File: config.mk
export PLATFORM = sky130hd
export DESIGN_NAME = sha256_ctrl
export DESIGN_NICKNAME = d
export VERILOG_FILES = /design/src/rtl/sha256_ctrl.sv
export SDC_FILE = /design/constraint.sdc
export NUM_CORES = 1
export LEC_CHECK = 0
export ABC_AREA = 0
export CAP_MARGIN = 5
export CORE_AREA = 2 2 47 49
export CTS_BUF_LIST = sky130_fd_sc_hd__clkbuf_16
export CTS_CLUSTER_SIZE = 14
export DETAILED_ROUTE_END_ITERATION = 10
export DIE_AREA = 0 0 49 51
export PLACE_DENSITY = 0.58
export SLEW_MARGIN = 40
export SYNTH_ARGS = -nofsm -noshare
export SYNTH_HDL_FRONTEND = slang
export SYNTH_SLANG_ARGS = --single-unit
File: constraint.sdc
create_clock -name clk -period 1.5 [get_ports clk]
set_input_delay 0.375 -clock clk [delete_from_list [all_inputs] [get_ports clk]]
set_output_delay 0.375 -clock clk [all_outputs]
set_load 0.01 [all_outputs]
File: src/rtl/sha256_ctrl.sv
// SHA-256 block sequencer: accepts 512-bit blocks, walks the compression rounds
// and raises digest_valid once the final block of a message has been folded in.
module sha256_ctrl #(
  parameter int ROUNDS = 64,
  parameter int CW     = 6
) (
  input  logic          clk,
  input  logic          rst_n,
  input  logic          blk_valid_i,
  input  logic          blk_last_i,
  output logic          blk_ready_o,
  output logic          msg_load_o,
  output logic          msg_shift_o,
  output logic [CW-1:0] round_o,
  output logic          first_blk_o,
  output logic          soc_o,
  output logic          eoc_o,
  output logic          busy_o,
  output logic          digest_valid_o,
  input  logic          digest_ack_i
);

  typedef enum logic [2:0] {
    S_IDLE = 3'd0,
    S_LOAD = 3'd1,
    S_RUN  = 3'd2,
    S_FOLD = 3'd3,
    S_DONE = 3'd4
  } state_e;

  localparam logic [CW-1:0] RLAST = CW'(ROUNDS - 1);
  localparam logic [CW-1:0] RONE  = CW'(1);

  state_e        state_q, state_d;
  logic [CW-1:0] round_q, round_d;
  logic          first_q, first_d;
  logic          last_q,  last_d;

  // State, round counter and message flags
  always_ff @(posedge clk or negedge rst_n) begin
    if (!rst_n) begin
      state_q <= S_IDLE;
      round_q <= {CW{1'b0}};
      first_q <= 1'b1;
      last_q  <= 1'b0;
    end else begin
      state_q <= state_d;
      round_q <= round_d;
      first_q <= first_d;
      last_q  <= last_d;
    end
  end

  // Next-state logic; only IDLE consumes blk_valid and only DONE consumes digest_ack
  always_comb begin
    state_d = state_q;
    round_d = round_q;
    first_d = first_q;
    last_d  = last_q;
    case (state_q)
      S_IDLE: begin
        if (blk_valid_i) begin
          last_d  = blk_last_i;
          state_d = S_LOAD;
        end else begin
          state_d = S_IDLE;
        end
      end
      S_LOAD: begin
        round_d = {CW{1'b0}};
        state_d = S_RUN;
      end
      S_RUN: begin
        if (round_q == RLAST) begin
          round_d = {CW{1'b0}};
          state_d = S_FOLD;
        end else begin
          round_d = round_q + RONE;
        end
      end
      S_FOLD: begin
        if (last_q) begin
          state_d = S_DONE;
        end else begin
          first_d = 1'b0;
          state_d = S_IDLE;
        end
      end
      S_DONE: begin
        if (digest_ack_i) begin
          first_d = 1'b1;
          last_d  = 1'b0;
          state_d = S_IDLE;
        end else begin
          state_d = S_DONE;
        end
      end
      default: begin
        state_d = S_IDLE;
        round_d = {CW{1'b0}};
        first_d = 1'b1;
        last_d  = 1'b0;
      end
    endcase
  end

  // Output decode from state only, so no input reaches an output combinationally
  always_comb begin
    blk_ready_o    = 1'b0;
    msg_load_o     = 1'b0;
    msg_shift_o    = 1'b0;
    soc_o          = 1'b0;
    eoc_o          = 1'b0;
    busy_o         = 1'b0;
    digest_valid_o = 1'b0;
    case (state_q)
      S_IDLE: blk_ready_o = 1'b1;
      S_LOAD: begin
        soc_o      = 1'b1;
        msg_load_o = 1'b1;
        busy_o     = 1'b1;
      end
      S_RUN: begin
        msg_shift_o = 1'b1;
        busy_o      = 1'b1;
      end
      S_FOLD: begin
        eoc_o  = 1'b1;
        busy_o = 1'b1;
      end
      S_DONE:  digest_valid_o = 1'b1;
      default: blk_ready_o = 1'b0;
    endcase
  end

  assign round_o     = round_q;
  assign first_blk_o = first_q;

endmodule

Yosys cells after proc, flatten, opt, wreduce, memory -nomap -nowiden --
Cells that the tools add are included.
Word-level totals: output and inout bits 14, memories kept 0, latch bits 0, register bits 11, word-level logic and storage cells 41, input bits 5, RAM bits 0, bits in read-only memories 0
Operators by class: equal/unequal tests 9, $lt $le $gt $ge 0, $mul 0, divide/modulo/power cells 0, reductions and logical operators 6, shifts and indexed selects 0, bitwise gates (word level) 2, add/subtract/negate cells 1, mux-type cells 19
Operators by type and width (count):
- $pmux 3 s5 | 1
- $pmux 6 s2 | 1
- $mux 1 | 11
- $mux 3 | 3
- $reduce_or 3->1 | 3
- $ne 2x2->1 const B | 4
- $add 6x1->6 const B | 1
- $eq 3x2->1 const B | 2
- $eq 6x6->1 const B | 1
- $mux 6 | 1
- $pmux 1 s3 | 2
- $reduce_and 3->1 | 2
- $eq 3x1->1 const B | 1
- $eq 3x3->1 const B | 1
- $logic_not 3->1 | 1
- $not 1->1 | 2

Depth between registers and ports, before layout --
depth after elaboration 4, mapped depth 4

Worst setup path after synthesis --
Ideal clock, no wire load.
kind reg-to-output, start register state_q[0], end output port blk_ready_o, data required time 1.125 ns, setup slack 0.079 ns, cell stages (with the launch flop) 4, arrival 1.046 ns, cell sequence dfrtp_1 clkbuf_1 buf_2 nor3_1
On the way: word-level cells in the longest chain between the ends 2
Ends and longest elaborated chain:
- from (decl) | line 34 | state_e state_q, state_d;
- from (signal assigned) | line 47 | state_q <= state_d;
- $logic_not 3->1 | line 116 | case (state_q)
- $mux 1 | line 116
- to (decl) | line 11 | output logic blk_ready_o,
Every way passes these cells.

Worst setup path after layout --
start register state_q[1], end output port digest_valid_o
On the way: word-level cells in the longest chain between the ends 2
Ends and longest elaborated chain:
- $eq 3x3->1 | line 116
- $mux 1 | line 116
- to (decl) | line 19 | output logic digest_valid_o,
Every way passes these cells.

==> results.py <==
metrics = {
    "synthesis": {
        "mappedNetlistNets": 82,
        "ys_ff_latch": 11,
        "synth_edf_count": 0,
        "yosysTopAreaCellShare_pct": 37.5,
        "yosysMostFrequentCell": "dfrtp_1",
        "ys_top_cells_by_count": "dfrtp_1 (10), nand2_1 (9), o21ai_0 (6)",
        "ys_seq_area_share_pct": 41.5,
        "avgSynthCellArea_um2": 8.77,
        "yosysTopAreaCell": "dfrtp_1",
        "ys_warn_count": 0,
        "syn_area_um2": 667,
        "synth_cell_types": 35,
        "synth_cells": 76,
        "ys.flop_type": "dfrtp_1",
        "async_reset_ff_share_pct": 100,
        "synthTopCellsByArea": "dfrtp_1 (38%), nand2_1 (5.1%), o21ai_0 (4.5%)",
    },
    "drt": {
        "wire_per_inst_um": 13.1,
        "first_pass_iters": 4,
        "route.detailed.drc": 0,
        "totalWireLength_um": 1880,
        "drt_iter0_markers": 13,
        "via_per_inst": 5.17,
        "ant_nets": 0,
        "vias": 739,
    },
    "sta": {
        "rsz0062_at_grt": "yes",
        "fin_worst_skew_ns": 0.00352,
        "clock.fmax_mhz": 645,
        "worstMarginPinSlew_ns": 0.256,
        "hold_viol": 0,
        "fin_crit_ns": 1.55,
        "slew_headroom_pct": 82.7,
        "finalSetupTns_ns": -0.200,
        "drv_slew": 0,
        "setup_viol": 5,
        "layout_setup_ws_ns": -0.0496,
        "period_share_pct": 103,
    },
    "cells_and_area": {
        "layout-drive-gt1-share_pct": 40.9,
        "nets": 122,
        "antennaDiodeCount": 0,
        "final_cells": 143,
        "area_growth_pct": 70.2,
    },
    "setup_path": {
        "start_kind": "register",
        "critPathArrivalTime_ns": 1.17,
        "end_kind": "primary output",
        "crit_type": "register to primary output",
        "critPathRequiredTime_ns": 1.12,
        "worst-r2r-cell-count": 5,
        "cp_max_fo": 4,
    },
    "floorplanning": {
        "pin_count": 19,
        "dieArea_um2": 2500,
        "initial_core_util_pct": 32.3,
        "std_cell_rows": 17,
        "fp.dieH_um": 51,
        "core_um2": 2060,
        "die_x_um": 49,
    },
    "power": {
        "switching_power_mw": 0.795,
        "power_switching_share_pct": 36.7,
        "clkPwrFrac_pct": 23.2,
        "p_leak_nw": 0.523,
        "p_int_mw": 1.37,
        "combPwrFrac_pct": 54.3,
        "pwr-share-seq_pct": 22.5,
        "power_density_nw_per_um2": 1910,
        "ir_drop_mv": 1.11,
    },
    "outcome": {
        "status": "complete, but fails checks",
        "failed_checks": "negative setup slack",
    },
    "global_route": {
        "grt_pass1_vias": 699,
        "grt_max_degree": 13,
        "grt-ovfl-total": 0,
        "track_usage_pct": 16.9,
        "grt_pass1_wl_um": 3060,
        "antenna_found_initial": 0,
    },
    "cts": {
        "cts_tree": "built",
        "clockRootBuffer": "clkbuf_16",
        "postCtsHoldBufs": 0,
        "clk_pin_slew_ns": 0.05,
        "cts_sinks": 11,
        "cts_max_level": 1,
        "clkLatencyLatePin_ns": 0.24,
        "numCtsBuffers": 3,
        "cts_buffer_depth": 2,
    },
    "placement": {
        "place_ws_ns": -0.226,
        "dp.cells": 132,
        "dp_hpwl_um": 1270,
        "gp_congestion": 0.807,
        "numPortBuffers": 18,
    },
    "flow_run": {
        "drv_cap": 0,
    },
    "hold_path": {
        "hp-class": "primary input to async pin",
    },
}
worst paths after layout:
check / slack (ns) / end / startpoint
worst max-delay path: -0.05 / digest_valid_o / state_q[1]
worst min-delay path: 0.43 / round_o[2] / rst_n
worst max register to register: 0.05 / round_o[5] / state_q[1]
worst min register to register: 0.50 / first_blk_o / first_blk_o
max in group asynchronous: 0.85 / first_blk_o / rst_n
min in group clk: 0.50 / first_blk_o / first_blk_o
cells in the final DEF (no fill, tap or decap), drive strengths merged, types with 3 or more instances in the layout:
| cell | n |
|---|---|
| a21oi | 3 |
| buf | 29 |
| clkbuf | 3 |
| clkdlybuf4s50 | 4 |
| dfrtp | 10 |
| dlygate4sd2 | 7 |
| inv | 5 |
| nand2 | 9 |
| nand2b | 3 |
| nand3 | 3 |
| nor2 | 3 |
| o21ai | 6 |
flip-flops by register name (all words and copies together), names as in the netlist:
register,flops
first_blk_o,1
last_q,1
round_o,6
state_q,3
metrics by stage:
step	hold WS [ns]	util [%]	cell area (um2)	total power [mW]
5_1_grt	0.451	55.0	1130	2.31
3_3_place_gp	0.498	47.0	970	1.49
3_5_place_dp	0.495	47.0	970	1.50
6_report	0.430	55.0	1130	2.17
2_1_floorplan	0.0794	-	667	0.979
4_1_cts	0.438	53.0	1090	2.08
worst max-delay path, stage by stage (launching register included):
cell and delay (ns):
dfrtp_2 0.42, buf_6 0.14, buf_6 0.12, nor3_4 0.10
buf_2 0.15
logic make-up (layout without fill, tap and decap cells):
logic type,after synthesis,in the layout,share of synthesized area (%)
fa+ha+maj,1,1,1.88
simple gates,34,34,28.7
buf+inv,9,48,6.00
flops,11,11,41.5
mux,2,2,3.00
compound gates,19,19,19.0
layer usage:
layer / up-vias / global-route usage, % / part of all wire (%)
li1: 361 / - / -
met1: 349 / 18.7 / 45
met2: 24 / 28.5 / 48
met3: 5 / 2.92 / 4.3
met4: 0 / 14.3 / 3.2
met5: - / 0 / 0
power groups by stage:
stage / Clock [mW] / Combinational (mW) / Sequential [mW]
final: 0.502 / 1.18 / 0.488
after global routing: 0.520 / 1.29 / 0.504
after CTS: 0.506 / 1.09 / 0.484
after detailed placement: 0 / 0.961 / 0.537
after global placement: 0 / 0.960 / 0.532
after floorplan: 0 / 0.462 / 0.517
layout make-up:
class,instances,area [um2]
clock buffers,3,75.1
clock inverters,1,3.75
fillers,195,928
inverters,4,15.0
multi-input cells,56,395
flip-flops and latches,11,282
well taps,28,35.0
repair buffers,40,329
repair_timing:
item | 4_1_cts | 5_1_grt
setup buffers | 7 | 0
resized for setup | 43 | 12
cloned | 0 | 0
pin swaps | 4 | 1
endpoints found under the setup margin | 15 | 9
(Power assumes the default switching activity.)
